===== src/rtl/sin_sweep_master.sv =====
// APB master that sweeps sine indices: writes the index to 0x10, reads the sample from 0x14 into a result buffer.
// Optional SIN_SWEEP_READBACK_EN adds a readback of 0x10 after each index write to verify it landed.
module sin_sweep_master #(
  parameter int NUM_POINTS     = 8,
  parameter int TIMEOUT_CYCLES = 16
) (
  input  logic        pclk,
  input  logic        preset,
  input  logic        start,
  output logic        busy,
  output logic        done,
  output logic        err,
  output logic [2:0]  err_idx,
  input  logic [2:0]  res_addr,
  output logic [31:0] res_data,
  output logic [31:0] m_paddr,
  output logic [31:0] m_pwdata,
  output logic        m_psel,
  output logic        m_penable,
  output logic        m_pwrite,
  input  logic        m_pready,
  input  logic        m_pslverr,
  input  logic [31:0] m_prdata
);

  localparam int               CNT_W     = $clog2(TIMEOUT_CYCLES + 1);
  localparam logic [2:0]       LAST_IDX  = 3'(NUM_POINTS - 1);
  localparam logic [CNT_W-1:0] CNT_LAST  = CNT_W'(TIMEOUT_CYCLES - 1);
  localparam logic [31:0]      ADDR_CTRL = 32'h10;
  localparam logic [31:0]      ADDR_SINE = 32'h14;

  typedef enum logic [3:0] {
    IDLE,
    W_SETUP,
    W_ACCESS,
`ifdef SIN_SWEEP_READBACK_EN
    RB_SETUP,
    RB_ACCESS,
`endif
    R_SETUP,
    R_ACCESS,
    NEXT,
    FIN
  } state_t;

  state_t           state, state_n;
  logic [2:0]       index, index_n;
  logic [CNT_W-1:0] cnt;
  logic [31:0]      buffer [8];
  logic             load_w, load_r, load_rb;
  logic             buf_we, set_err, clr_err, busy_set, busy_clr;
  logic             in_setup, in_access, timeout, access_fail;

  assign res_data    = buffer[res_addr];
  assign done        = (state == FIN);
  assign timeout     = !m_pready && (cnt == CNT_LAST);
  assign access_fail = (m_pready && m_pslverr) || timeout;

  always_comb begin
    state_n   = state;
    index_n   = index;
    load_w    = 1'b0;
    load_r    = 1'b0;
    load_rb   = 1'b0;
    buf_we    = 1'b0;
    set_err   = 1'b0;
    clr_err   = 1'b0;
    busy_set  = 1'b0;
    busy_clr  = 1'b0;
    in_setup  = 1'b0;
    in_access = 1'b0;
    case (state)
      IDLE: begin
        if (start) begin
          state_n  = W_SETUP;
          index_n  = 3'd0;
          load_w   = 1'b1;
          clr_err  = 1'b1;
          busy_set = 1'b1;
        end
      end
      W_SETUP: begin
        in_setup = 1'b1;
        state_n  = W_ACCESS;
      end
      W_ACCESS: begin
        in_access = 1'b1;
        if (access_fail) begin
          set_err = 1'b1;
          state_n = FIN;
        end else if (m_pready) begin
`ifdef SIN_SWEEP_READBACK_EN
          load_rb = 1'b1;
          state_n = RB_SETUP;
`else
          load_r  = 1'b1;
          state_n = R_SETUP;
`endif
        end
      end
`ifdef SIN_SWEEP_READBACK_EN
      RB_SETUP: begin
        in_setup = 1'b1;
        state_n  = RB_ACCESS;
      end
      RB_ACCESS: begin
        in_access = 1'b1;
        if (access_fail || (m_pready && (m_prdata[2:0] != index))) begin
          set_err = 1'b1;
          state_n = FIN;
        end else if (m_pready) begin
          load_r  = 1'b1;
          state_n = R_SETUP;
        end
      end
`endif
      R_SETUP: begin
        in_setup = 1'b1;
        state_n  = R_ACCESS;
      end
      R_ACCESS: begin
        in_access = 1'b1;
        if (access_fail) begin
          set_err = 1'b1;
          state_n = FIN;
        end else if (m_pready) begin
          buf_we  = 1'b1;
          state_n = NEXT;
        end
      end
      NEXT: begin
        if (index == LAST_IDX) begin
          state_n = FIN;
        end else begin
          index_n = index + 3'd1;
          load_w  = 1'b1;
          state_n = W_SETUP;
        end
      end
      FIN: begin
        busy_clr = 1'b1;
        state_n  = IDLE;
      end
      default: state_n = IDLE;
    endcase
  end

  // Select/enable come straight from state so an async reset removes them at once.
  assign m_psel    = in_setup || in_access;
  assign m_penable = in_access;

  always_ff @(posedge pclk or posedge preset) begin
    if (preset) begin
      state    <= IDLE;
      index    <= 3'd0;
      cnt      <= '0;
      busy     <= 1'b0;
      err      <= 1'b0;
      err_idx  <= 3'd0;
      m_paddr  <= '0;
      m_pwdata <= '0;
      m_pwrite <= 1'b0;
    end else begin
      state <= state_n;
      index <= index_n;
      if (in_setup)       cnt <= '0;
      else if (in_access) cnt <= cnt + 1'b1;
      if (busy_set)      busy <= 1'b1;
      else if (busy_clr) busy <= 1'b0;
      if (clr_err) begin
        err     <= 1'b0;
        err_idx <= 3'd0;
      end else if (set_err) begin
        err     <= 1'b1;
        err_idx <= index;
      end
      // Request fields are loaded on the transition into each SETUP and held afterwards.
      if (load_w) begin
        m_paddr  <= ADDR_CTRL;
        m_pwdata <= {29'b0, index_n};
        m_pwrite <= 1'b1;
      end else if (load_rb) begin
        m_paddr  <= ADDR_CTRL;
        m_pwrite <= 1'b0;
      end else if (load_r) begin
        m_paddr  <= ADDR_SINE;
        m_pwrite <= 1'b0;
      end
    end
  end

  always_ff @(posedge pclk or posedge preset) begin
    if (preset) begin
      for (int i = 0; i < 8; i++) buffer[i] <= '0;
    end else if (buf_we) begin
      buffer[index] <= m_prdata;
    end
  end

endmodule


===== config.mk =====
export PLATFORM = sky130hd
export DESIGN_NAME = sin_sweep_master
export DESIGN_NICKNAME = d
export VERILOG_FILES = /design/src/rtl/sin_sweep_master.sv
export SDC_FILE = /design/constraint.sdc
export NUM_CORES = 1
export LEC_CHECK = 0
export CORE_MARGIN = 8
export CORE_UTILIZATION = 25
export DETAILED_ROUTE_END_ITERATION = 12
export MAX_ROUTING_LAYER = met4
export SETUP_SLACK_MARGIN = 0.2
export SYNTH_ARGS = -nofsm -noshare
export SYNTH_HDL_FRONTEND = slang
export SYNTH_SLANG_ARGS = --single-unit

===== constraint.sdc =====
create_clock -name pclk -period 9.7 [get_ports pclk]
set_input_delay 0.97 -clock pclk [delete_from_list [all_inputs] [get_ports pclk]]
set_output_delay 0.97 -clock pclk [all_outputs]
set_load 0.03 [all_outputs]

# ---- After elaboration in Yosys (flattened, before gate mapping)
# Index checks and enable logic that the tools add are counted.
dict set report word_totals {
  word_cells 90
  reg_bits 309
}
dict set report classes {
  n_reduce_logical 14
  addsub 2
  bitwise 2
  order_cmp 3
  mux 41
  eq_ne 11
}
# cell count
set op_table {}
lappend op_table {{bitwise mux 256 bit} 1}
lappend op_table {{2-to-1 mux 32 bit} 5}
lappend op_table {{binary-select mux 32 bit (select 3 bit)} 1}
lappend op_table {{demux 32 bit (select 3 bit)} 1}
lappend op_table {{case mux 4 bit (6 select lines)} 1}
lappend op_table {{2-to-1 mux 4 bit} 5}
lappend op_table {{2-to-1 mux 1 bit} 18}
lappend op_table {{2-to-1 mux 3 bit} 5}
lappend op_table {{== test 4 x 3 -> 1 bit (second input constant)} 3}
lappend op_table {{2-to-1 mux 5 bit} 2}
lappend op_table {{== test 4 x 2 -> 1 bit (second input constant)} 2}
lappend op_table {{>= comparator 4 bit (second input constant)} 2}
lappend op_table {{inverter 3 -> 4 bit} 2}
lappend op_table {{nonzero test 2 bit} 4}
lappend op_table {{!= test 3 bit (second input constant)} 2}
lappend op_table {{case mux 3 bit (2 select lines)} 1}
lappend op_table {{adder 5 x 1 -> 5 bit (second input constant)} 1}
lappend op_table {{== test 5 x 4 -> 1 bit (second input constant)} 1}
lappend op_table {{== test 4 x 1 -> 1 bit (second input constant)} 1}
lappend op_table {{zero test 4 bit} 1}
lappend op_table {{< comparator 4 x 1 -> 1 bit (second input constant)} 1}
lappend op_table {{OR reduction 2 bit} 2}
lappend op_table {{adder 3 x 1 -> 3 bit (second input constant)} 1}
lappend op_table {{== test 3 bit (second input constant)} 1}
lappend op_table {{6 further kinds} 9}

# ---- Logic depth before layout (Yosys ltp)
# Gate-level depths: netlist of the first run.
dict set report logic_depth {
  word_depth 7
  depth_mapped 7
}

# ---- Worst setup path before layout of the first run
# OpenSTA, ideal clock, no wires.
dict set report synth_timing {
  path_type {in2out}
  startpoint {input port res_addr[1]}
  endpoint {output port res_data[10]}
  slack_ps 6397
  path_stages 4
  t_arrival_ps 2333
  path_buffers 2
  path_cell_list {buf_4 > buf_2 > mux4_2 > mux2_2}
}
dict set report synth_between {
  elab_chain_cells 4
}
# element line
set synth_rtl {}
lappend synth_rtl {{from (decl)} 14} ;# input logic [2:0] res_addr,
lappend synth_rtl {{inverter 3 -> 4 bit (not written as such)} 54} ;# assign res_data = buffer[res_addr];
lappend synth_rtl {{binary-select mux 32 bit (select 3 bit)} 54}
lappend synth_rtl {{2-to-1 mux 32 bit (not written as such) (2 in a row)} 54}
lappend synth_rtl {{to (decl)} 15} ;# output logic [31:0] res_data,
# No other way between the ends. The select of a mux whose other input is x is not followed.

# ---- Worst setup path after layout of the first run
dict set report layout_timing {
  startpoint {input port res_addr[0]}
  endpoint {output port res_data[22]}
}
# Same word-level chain as after synthesis.

==> qor.yml, run 1 <==
cp-end-kind: "output pin"
cts.repair.resized: 0
cts_root_buf: "clkbuf_16"
final_nets: 987
hold_path.class: "flip-flop to flip-flop"
p_leak_nw: 7.430
clock_sinks: 278
fin_setup_tns_ns: 0
initial_core_util_pct: 25.09
hold_viol: 0
fill_cells: 5374
netSwitchingFraction_pct: 28.39
die_w_um: 247.5
wl_per_cell_um: 18.78
numCtsBuffers: 35
pwr-share-seq_pct: 43.3
die_height_um: 247.5
cp_max_fo: 36
p_comb_share_pct: 21.6
crit_type: "primary input to output pin"
worstMarginPinSlew_ns: 1.320
synthCells: 864
drtIter0Drc: 285
vias_per_cell: 4.379
synthDistinctLibCells: 48
routed_wl_um: 31130
path_clk_slew_ns: 0.05
internal-power_w: 0.002515
grt_usage_pct: 10.66
arrival_ns: 3.66
cts_tree: "yes"
firstDrtPassIters: 4
grt_use_met2_pct: 16.21
rsz0062_at_grt: "no"
pre_cts_slack_ns: 5.024
setup_slack_ns: 5.072
report.final.setup_viol: 0
area_delta_synth_final_pct: 16.64
fin_hold_ws_ns: 0.4858
fp-row-count: 85
postCtsSetupRepairBufs: 0
clock_latency_ns: 0.53
ctsLongestPathBuffers: 3
yosysMostFrequentCell: "dfrtp_1"
synth_common_cells: "dfrtp_1, mux2_2, mux4_2"
yosysSeqAreaShare_pct: 51.92
drc: 0
fmax_ghz: 0.2161
dpl.hpwl_um: 18390
synth_top_cell_by_area: "dfrtp_1"
pwr-share-clk_pct: 35.2
peakVddDrop_mv: 0.1072
syn_area_um2: 13400
min_from: "buffer[75]"
status: "completed"
drv_slew: 0
grt_max_degree: 138
grt_use_met3_pct: 2.754
overflow: 0
max-cap-violations: 0
r2r_slack_ns: 6.40
avgSynthCellArea_um2: 15.51
use_met1_pct: 13.84
grt.busiest_layer: "met2"
place_congestion: 0.7096
startpoint: "res_addr[0]"
yosysWarnings: 0
ys.flop_type: "dfrtp_1"
synth_area_leaders: "dfrtp_1, mux2_2, mux4_2, buf_4, mux2_4"
period_needed_ns: 4.628
power_density_nw_per_um2: 224.7
postRouteAntennaNets: 0
synth-edff-count: 0
synth_top_area_share_pct: 51.92
drive_gt1_share_pct: 42.40
antenna_found_initial: 2
synth_seq_cells: 278
core_area_um2: 53390
vias: 7261
io_buffers: 85
cp-start-kind: "primary input"
grt_pass1_vias: 7963
switchingPower_w: 0.0009971
timing.rr.start: "state[2]"
hold_buffers: 0
multi_input_area_um2: 5779
slew_headroom_pct: 11.71
cp.required_ns: 8.73
grt_pass1_wl_um: 49080
h-tree-depth: 2
skew_ns: 0.01753
io_pins: 145
die-area_um2: 61260
postSynth.asyncResetShare_pct: 100.0
seq_area_um2: 6957
finalCritPeriodShare_pct: 47.71
## final cells by class
| class | count | area share [%] |
|---|---|---|
| clock buffer | 48 | 6.509 |
| antenna | 2 | 0.03203 |
| inverter | 12 | 0.3363 |
| tap | 696 | 5.572 |
| clock inverter | 6 | 0.3843 |
| multi-input combinational | 525 | 36.98 |
| timing repair buffer | 91 | 5.669 |
| sequential | 278 | 44.52 |
## registers in the layout (all words and copies together), names as in the netlist
name / count
state: 3
err_idx: 3
index: 3
err: 1
busy: 1
m_pwdata: 3
m_pwrite: 1
buffer: 256
cnt: 5
m_paddr: 2
## kinds of logic after synthesis
| kind of cell | count (synthesis) | synth area share, % |
|---|---|---|
| and+or+nand+nor | 68 | 3.212 |
| DFF | 278 | 51.92 |
| other | 1 | 0.02799 |
| xor gates and xnor gates | 4 | 0.2615 |
| AOI/OAI and AO/OA | 33 | 1.541 |
| adders and majority gates | 4 | 0.3736 |
| muxes | 357 | 36.09 |
| buffers and inverters | 119 | 6.565 |
## worst paths after layout
kind	end	cells after the start
max	res_data[22]	5
max in group asynchronous	buffer[144]	3
min reg2reg	buffer[75]	1
max reg2reg	buffer[59]	4
min in group asynchronous	err	2
min	buffer[75]	1
## power by group through the flow
stage                     Sequential, W  Combinational, W  Clock (W)
after floorplan                 0.00150          0.000585          0
after global placement          0.00153          0.000752          0
after detailed placement        0.00154          0.000768          0
after CTS                       0.00152          0.000772    0.00129
after global routing            0.00155          0.000827    0.00134
final                           0.00152          0.000757    0.00124
## worst max-delay path, cell delays in order
cell and delay, ns:
buf_4 0.46, buf_4 0.65, mux4_2 0.59, mux2_2 0.28
clkdlybuf4s50_1 0.61
## metal layers
metal  up-vias  wire [um]
met5         -          0
met4         0        675
met3        49       1554
met2       124      14520
met1      3882      14390
li1       3206          -
## layout by cell type, fill, tap and decap left out, types with 3 or more instances in the layout
master / count
a21oi_1: 8
a22oi_1: 3
a31oi_1: 3
and2_1: 3
and3_4: 3
buf_4: 8
clkbuf_1: 6
clkbuf_16: 37
clkbuf_8: 5
clkdlybuf4s50_1: 82
clkinv_2: 3
conb_1: 59
dfrtp_1: 278
ha_1: 4
inv_1: 10
mux2_1: 21
mux2_2: 240
mux2_4: 27
mux2i_1: 5
mux4_2: 64
nand2_1: 20
nand2_4: 6
nand3_1: 6
nor2_1: 8
nor3_1: 3
o21ai_0: 8
or4_1: 3
## stage by stage
step                total power, W  cells  utilization (%)  cell area [um2]
detailed placement        0.002305   1602            27.24            14550
global route              0.003713   1658            29.27            15630
global placement          0.002283   1602            27.24            14550
floorplan                 0.002084    922                -            13620
finish                    0.003512   1658            29.27            15630
CTS                       0.003581   1656            29.26            15620
Note: power is estimated with default switching activity, not from simulation.
==> run 2: changes to the inputs <==
- clock period: 9.7 -> 4.6 ns (I/O delays scaled with it)
==> run 2 against run 1 <==
  * Non-clock buffer count grew 5
  * Register-to-register slack worse by 4.2 ns
  * Cell count up 0.30%
  * Worst setup slack got worse by 3.6 ns
  * First-iteration DRC count shrank 4.9%
  * Via count fell by 0.26%
  * Wire length is 2.0% lower
  * Final area up 0.52%
  * Die area stayed put
  * Sequential power grew 110%
==> qor.yml, run 2 (same netlist as run 1, synthesis figures left out) <==
status: "completed"  # unchanged
cts.repair.resized: 0  # unchanged
placed_cells: 1607  # was 1602
arrival_ns: 2.65  # was 3.66 ns
timing.rr.start: "state[2]"  # unchanged
core_area_um2: 53390  # unchanged
vias_per_cell: 4.355  # was 4.379
power_density_nw_per_um2: 470.6  # was 224.7 nW/um2
cp.required_ns: 4.14  # was 8.73 ns
pre_cts_slack_ns: 1.420  # was 5.024 ns
path_clk_slew_ns: 0.06  # was 0.05 ns
fin_setup_tns_ns: 0  # unchanged
peakVddDrop_mv: 0.2727  # was 0.1072 mV
overflow: 0  # unchanged
design_area_um2: 15710  # was 15630 um2
numCtsBuffers: 31  # was 35
h-tree-depth: 1  # was 2
drtIter0Drc: 271  # was 285
cp_max_fo: 26  # was 36
p_leak_nw: 7.477  # was 7.430 nW
vias: 7242  # was 7261
hold_path.class: "primary input to asynchronous set/reset pin"  # was flip-flop to flip-flop
clock_latency_ns: 0.57  # was 0.53 ns
largest_reg_flops: 256  # unchanged
stdcell_count: 1663  # was 1658
drc: 0  # unchanged
place_area_um2: 14630  # was 14550 um2
die-area_um2: 61260  # unchanged
routed_wl_um: 30520  # was 31130 um
report.final.setup_viol: 0  # unchanged
final_common_cell: "dfrtp_1"  # unchanged
reg2reg_depth: 4  # unchanged
grt_max_degree: 115  # was 138
finalCritPeriodShare_pct: 67.67
drive_gt1_share_pct: 42.81  # was 42.40%
drv_slew: 0  # unchanged
final_nets: 988  # was 987
post-route-util_pct: 29.42  # was 29.27%
grt_usage_pct: 10.45  # was 10.66%
reg_top3: "buffer x256, cnt x5"  # unchanged
wl_per_cell_um: 18.35  # was 18.78 um
die_w_um: 247.5  # unchanged
postCtsSetupRepairBufs: 0  # unchanged
worstMarginPinSlew_ns: 1.164  # was 1.320 ns
grt_pass1_vias: 8211  # was 7963
rsz0062_at_grt: "no"  # unchanged
cts_root_buf: "clkbuf_16"  # unchanged
place_congestion: 0.7143  # was 0.7096
initial_core_util_pct: 25.09  # unchanged
crit_type: "primary input to output pin"  # unchanged
setup_slack_ns: 1.487  # was 5.072 ns
area_delta_synth_final_pct: 17.25  # was 16.64%
postRouteAntennaNets: 0  # unchanged
dpl.hpwl_um: 18560  # was 18390 um
fill_cells: 5410  # was 5374
grt_pass1_wl_um: 49220  # was 49080 um
io_pins: 145  # unchanged
mostFrequentLayoutCells: "dfrtp_1, mux2_2, clkdlybuf4s50_1, mux4_2, conb_1"  # unchanged
clock_sinks: 278  # unchanged
r2r_slack_ns: 2.19  # was 6.40 ns
cts_tree: "yes"  # unchanged
cp-end-kind: "output pin"  # unchanged
antenna_cells: 0  # was 2
antenna_found_initial: 0  # was 2
die_height_um: 247.5  # unchanged
hold_buffers: 0  # unchanged
max-cap-violations: 0  # unchanged
cp-start-kind: "primary input"  # unchanged
period_needed_ns: 3.113
firstDrtPassIters: 4  # unchanged
slew_headroom_pct: 22.42  # was 11.71%
fmax_ghz: 0.3212
top_register: "buffer"  # unchanged
fp-row-count: 85  # unchanged
skew_ns: 0.02305  # was 0.01753 ns
io_buffers: 85  # unchanged
ctsLongestPathBuffers: 3  # unchanged
hold_viol: 0  # unchanged
timing.rr.end: "buffer[8]"  # was buffer[59]
## run 2: cell count changes in the layout (fill, tap and decap cells not counted), moves of 2 or more
cell / before / now
bufinv_16: 1 / 4
clkbuf_16: 37 / 31
clkbuf_8: 5 / 9
diode_2: 2 / 0
buf_12: 0 / 4
## run 2: routing by layer
| metal | global-route usage, % | routed length, um |
|---|---|---|
| met1 | 13.07 | 13770 |
| met2 | 17.72 | 15340 |
| met3 | 1.625 | 912 |
| met4 | 2.456 | 495 |
| met5 | - | 0 |
## run 2: worst max-delay path by stage
stage                     start      endpoint  slack [ns]  cells past startpoint
floorplan                preset     buffer[0]        0.46                      1
global placement    res_addr[1]  res_data[20]        1.43                      5
detailed placement  res_addr[1]  res_data[14]        1.42                      5
CTS                 res_addr[1]  res_data[14]        1.42                      5
global route        res_addr[1]  res_data[20]        1.38                      5
finish              res_addr[1]  res_data[21]        1.49                      5
## run 2: layout make-up
class	count	area [um2]	area share, %
multi-input cells	525	5779	36.79
well taps	696	870.8	5.544
clock inverters	10	157.7	1.004
repair buffers	96	973.4	6.197
inverters	12	48.80	0.3106
clock buffers	46	922.1	5.870
flip-flops and latches	278	6957	44.29
## run 2: worst max-delay path, cell delays in order
cell	delay [ns]
buf_4	0.38
buf_4	0.37
mux4_2	0.54
mux2_2	0.28
clkdlybuf4s50_1	0.59
## run 2: power breakdown
part           switching, W  total [W]  internal (W)  leakage (nW)
registers          0.000300    0.00319       0.00289          3.81
clock network      0.000988    0.00259       0.00160         0.535
logic              0.000781    0.00161      0.000833          3.14
## run 2: per-stage QoR
stage	total power, W	hold WS, ns
3_5_place_dp	0.004869	0.4666
5_1_grt	0.007813	0.4573
6_report	0.007392	0.4201
2_1_floorplan	0.004396	0.4524
4_1_cts	0.007531	0.4267
3_3_place_gp	0.004818	0.4621
==> run 3: changes to the inputs <==
- clock period: 4.6 -> 3.16 ns (I/O delays scaled with it)
==> run 3 against run 2 <==
  * Critical path depth is 2 lower
  * Non-clock buffer count is 7 higher
  * Sequential share of layout area is 0.39 points lower
  * Count of clock-buffer cells in the layout is 3 higher
  * Sequential cell count stayed put
  * Global-route usage is 0.10 points higher
  * Register-to-register slack worse by 1.3 ns
  * Wire length is 2.2% higher
  * Core utilization is 0.27 points higher
  * Die area stayed put
  * Total power is 47% higher
  * Critical path type is now flip-flop to output pin
==> qor.yml, run 3 (same netlist as run 1, synthesis figures left out) <==
status: "completed"  # unchanged
switchingPower_w: 0.003091  # was 0.002069 W
grt_pass1_wl_um: 48430  # was 49220 um
timing.rr.end: "buffer[83]"  # was buffer[8]
largest_reg_flops: 256  # unchanged
firstDrtPassIters: 4  # unchanged
dpl.hpwl_um: 18900  # was 18560 um
final_nets: 998  # was 988
worstMarginPinSlew_ns: 0.7487  # was 1.164 ns
crit_slowest_cell: "clkdlybuf4s50_1"  # unchanged
cp_max_fo: 2  # was 26
die_height_um: 247.5  # unchanged
postRouteAntennaNets: 0  # unchanged
drc: 0  # unchanged
reg_top3: "buffer x256, cnt x5"  # unchanged
cp-end-kind: "output pin"  # unchanged
routed_wl_um: 31180  # was 30520 um
reg2reg_depth: 4  # unchanged
fin_hold_ws_ns: 0.2361  # was 0.4201 ns
path_delay_family: "multiplexers"  # was buffers and inverters
timing.rr.start: "state[0]"  # was state[2]
mostFrequentLayoutCells: "dfrtp_1, mux2_2, clkdlybuf4s50_1, mux4_2, conb_1"  # unchanged
internal-power_w: 0.007759  # was 0.005323 W
hold_viol: 0  # unchanged
clock_latency_ns: 0.53  # was 0.57 ns
p_leak_nw: 7.538  # was 7.477 nW
cp_num_buf_inv: 1  # was 3
fmax_ghz: 0.3795
ctsLongestPathBuffers: 3  # unchanged
numCtsBuffers: 34  # was 31
cts_tree: "yes"  # unchanged
pwr-share-clk_pct: 35.3  # was 35.0%
pre_cts_slack_ns: 0.5361  # was 1.420 ns
area_delta_synth_final_pct: 18.32  # was 17.25%
cp.required_ns: 2.84  # was 4.14 ns
hold_buffers: 0  # unchanged
h-tree-depth: 2  # was 1
cts_root_buf: "clkbuf_16"  # unchanged
grt_pass1_vias: 7996  # was 8211
power_density_nw_per_um2: 684.4  # was 470.6 nW/um2
final_common_cell: "dfrtp_1"  # unchanged
skew_ns: 0.009880  # was 0.02305 ns
pwr-share-seq_pct: 42.8  # was 43.2%
drtIter0Drc: 299  # was 271
fp-row-count: 85  # unchanged
clock_sinks: 278  # unchanged
setup_slack_ns: 0.5249  # was 1.487 ns
io_pins: 145  # unchanged
netSwitchingFraction_pct: 28.49  # was 27.99%
postCtsSetupRepairBufs: 0  # unchanged
finalCritPeriodShare_pct: 83.39
grt_usage_pct: 10.56  # was 10.45%
p_comb_share_pct: 21.9  # was 21.8%
hold_path.class: "primary input to asynchronous set/reset pin"  # unchanged
path_clk_slew_ns: 0.06  # about the same
fin_setup_tns_ns: 0  # unchanged
drive_gt1_share_pct: 43.50  # was 42.81%
period_needed_ns: 2.635
die-area_um2: 61260  # unchanged
vias_per_cell: 4.386  # was 4.355
drv_slew: 0  # unchanged
die_w_um: 247.5  # unchanged
rsz0062_at_grt: "no"  # unchanged
overflow: 0  # unchanged
core_area_um2: 53390  # unchanged
grt_max_degree: 103  # was 115
cts.repair.resized: 0  # unchanged
crit_type: "flip-flop to output pin"  # was primary input to output pin
report.final.setup_viol: 0  # unchanged
r2r_slack_ns: 0.92  # was 2.19 ns
initial_core_util_pct: 25.09  # unchanged
fill_cells: 5349  # was 5410
arrival_ns: 2.32  # was 2.65 ns
place_congestion: 0.7263  # was 0.7143
antenna_found_initial: 1  # was 0
cp-start-kind: "flip-flop"  # was primary input
peakVddDrop_mv: 0.3611  # was 0.2727 mV
slew_headroom_pct: 50.09  # was 22.42%
crit_chain: "mux4_2, mux2_2, clkdlybuf4s50_1"  # was buf_4, buf_4, mux4_2, mux2_2, clkdlybuf4s50_1
top_register: "buffer"  # unchanged
io_buffers: 85  # unchanged
wl_per_cell_um: 18.63  # was 18.35 um
max-cap-violations: 0  # unchanged
vias: 7343  # was 7242
critPathMaxStageDelay_ns: 0.61  # was 0.59 ns
[run 3: changes by cell type in the layout (fill, tap and decap cells not counted), sizes merged]
cell	change
buf	+7
bufinv	-2
clkbuf	+3
clkinvlp	+1
diode	+1
inv	+1
[run 3: area by class of cell]
cell class	count	area, um2	share of cell area (%)
sequential	278	6959	43.90
multi-input combinational	525	5779	36.46
timing repair buffer	103	1089	6.867
clock buffer	49	977.2	6.164
tap	696	870.8	5.493
clock inverter	10	122.6	0.7735
inverter	12	52.55	0.3315
antenna	1	2.502	0.01579
[run 3: power by group through the flow]
stage	Combinational [W]	Clock, W	Sequential, W
6_report	0.00237	0.00383	0.00465
2_1_floorplan	0.00180	0	0.00460
4_1_cts	0.00242	0.00400	0.00464
3_3_place_gp	0.00237	0	0.00466
5_1_grt	0.00257	0.00412	0.00474
3_5_place_dp	0.00241	0	0.00470
[run 3: worst max path at each step]
stage | depth (start not counted) | start | endpoint | slack [ns]
6_report | 3 | buffer[86] | res_data[22] | 0.52
5_1_grt | 4 | state[0] | done | 0.42
4_1_cts | 3 | state[1] | done | 0.23
3_5_place_dp | 5 | res_addr[1] | res_data[11] | 0.54
3_3_place_gp | 5 | res_addr[1] | res_data[11] | 0.53
2_1_floorplan | 1 | preset | buffer[0] | -0.84
[run 3: worst reg2reg max path: stages (launching register included)]
cell and delay, ns:
dfrtp_1 0.66, nor2_4 0.13, and3_2 0.31, nand2_4 0.56, mux2_2 0.46
[run 3: metrics by stage]
step,power [W],utilization (%),cells,instance area (um2)
after floorplan,0.006400,-,922,13620
after global placement,0.007032,27.62,1614,14740
after detailed placement,0.007114,27.62,1614,14740
after CTS,0.01106,29.68,1673,15840
after global routing,0.01144,29.69,1674,15850
final,0.01085,29.69,1674,15850
[run 3: per-layer routing]
layer	part of all wire, %	up-vias	GRT usage, %
met5	0	-	-
met2	50	103	17.19
li1	-	3256	-
met4	2.1	0	3.344
met3	3.9	45	2.206
met1	44	3939	13.09
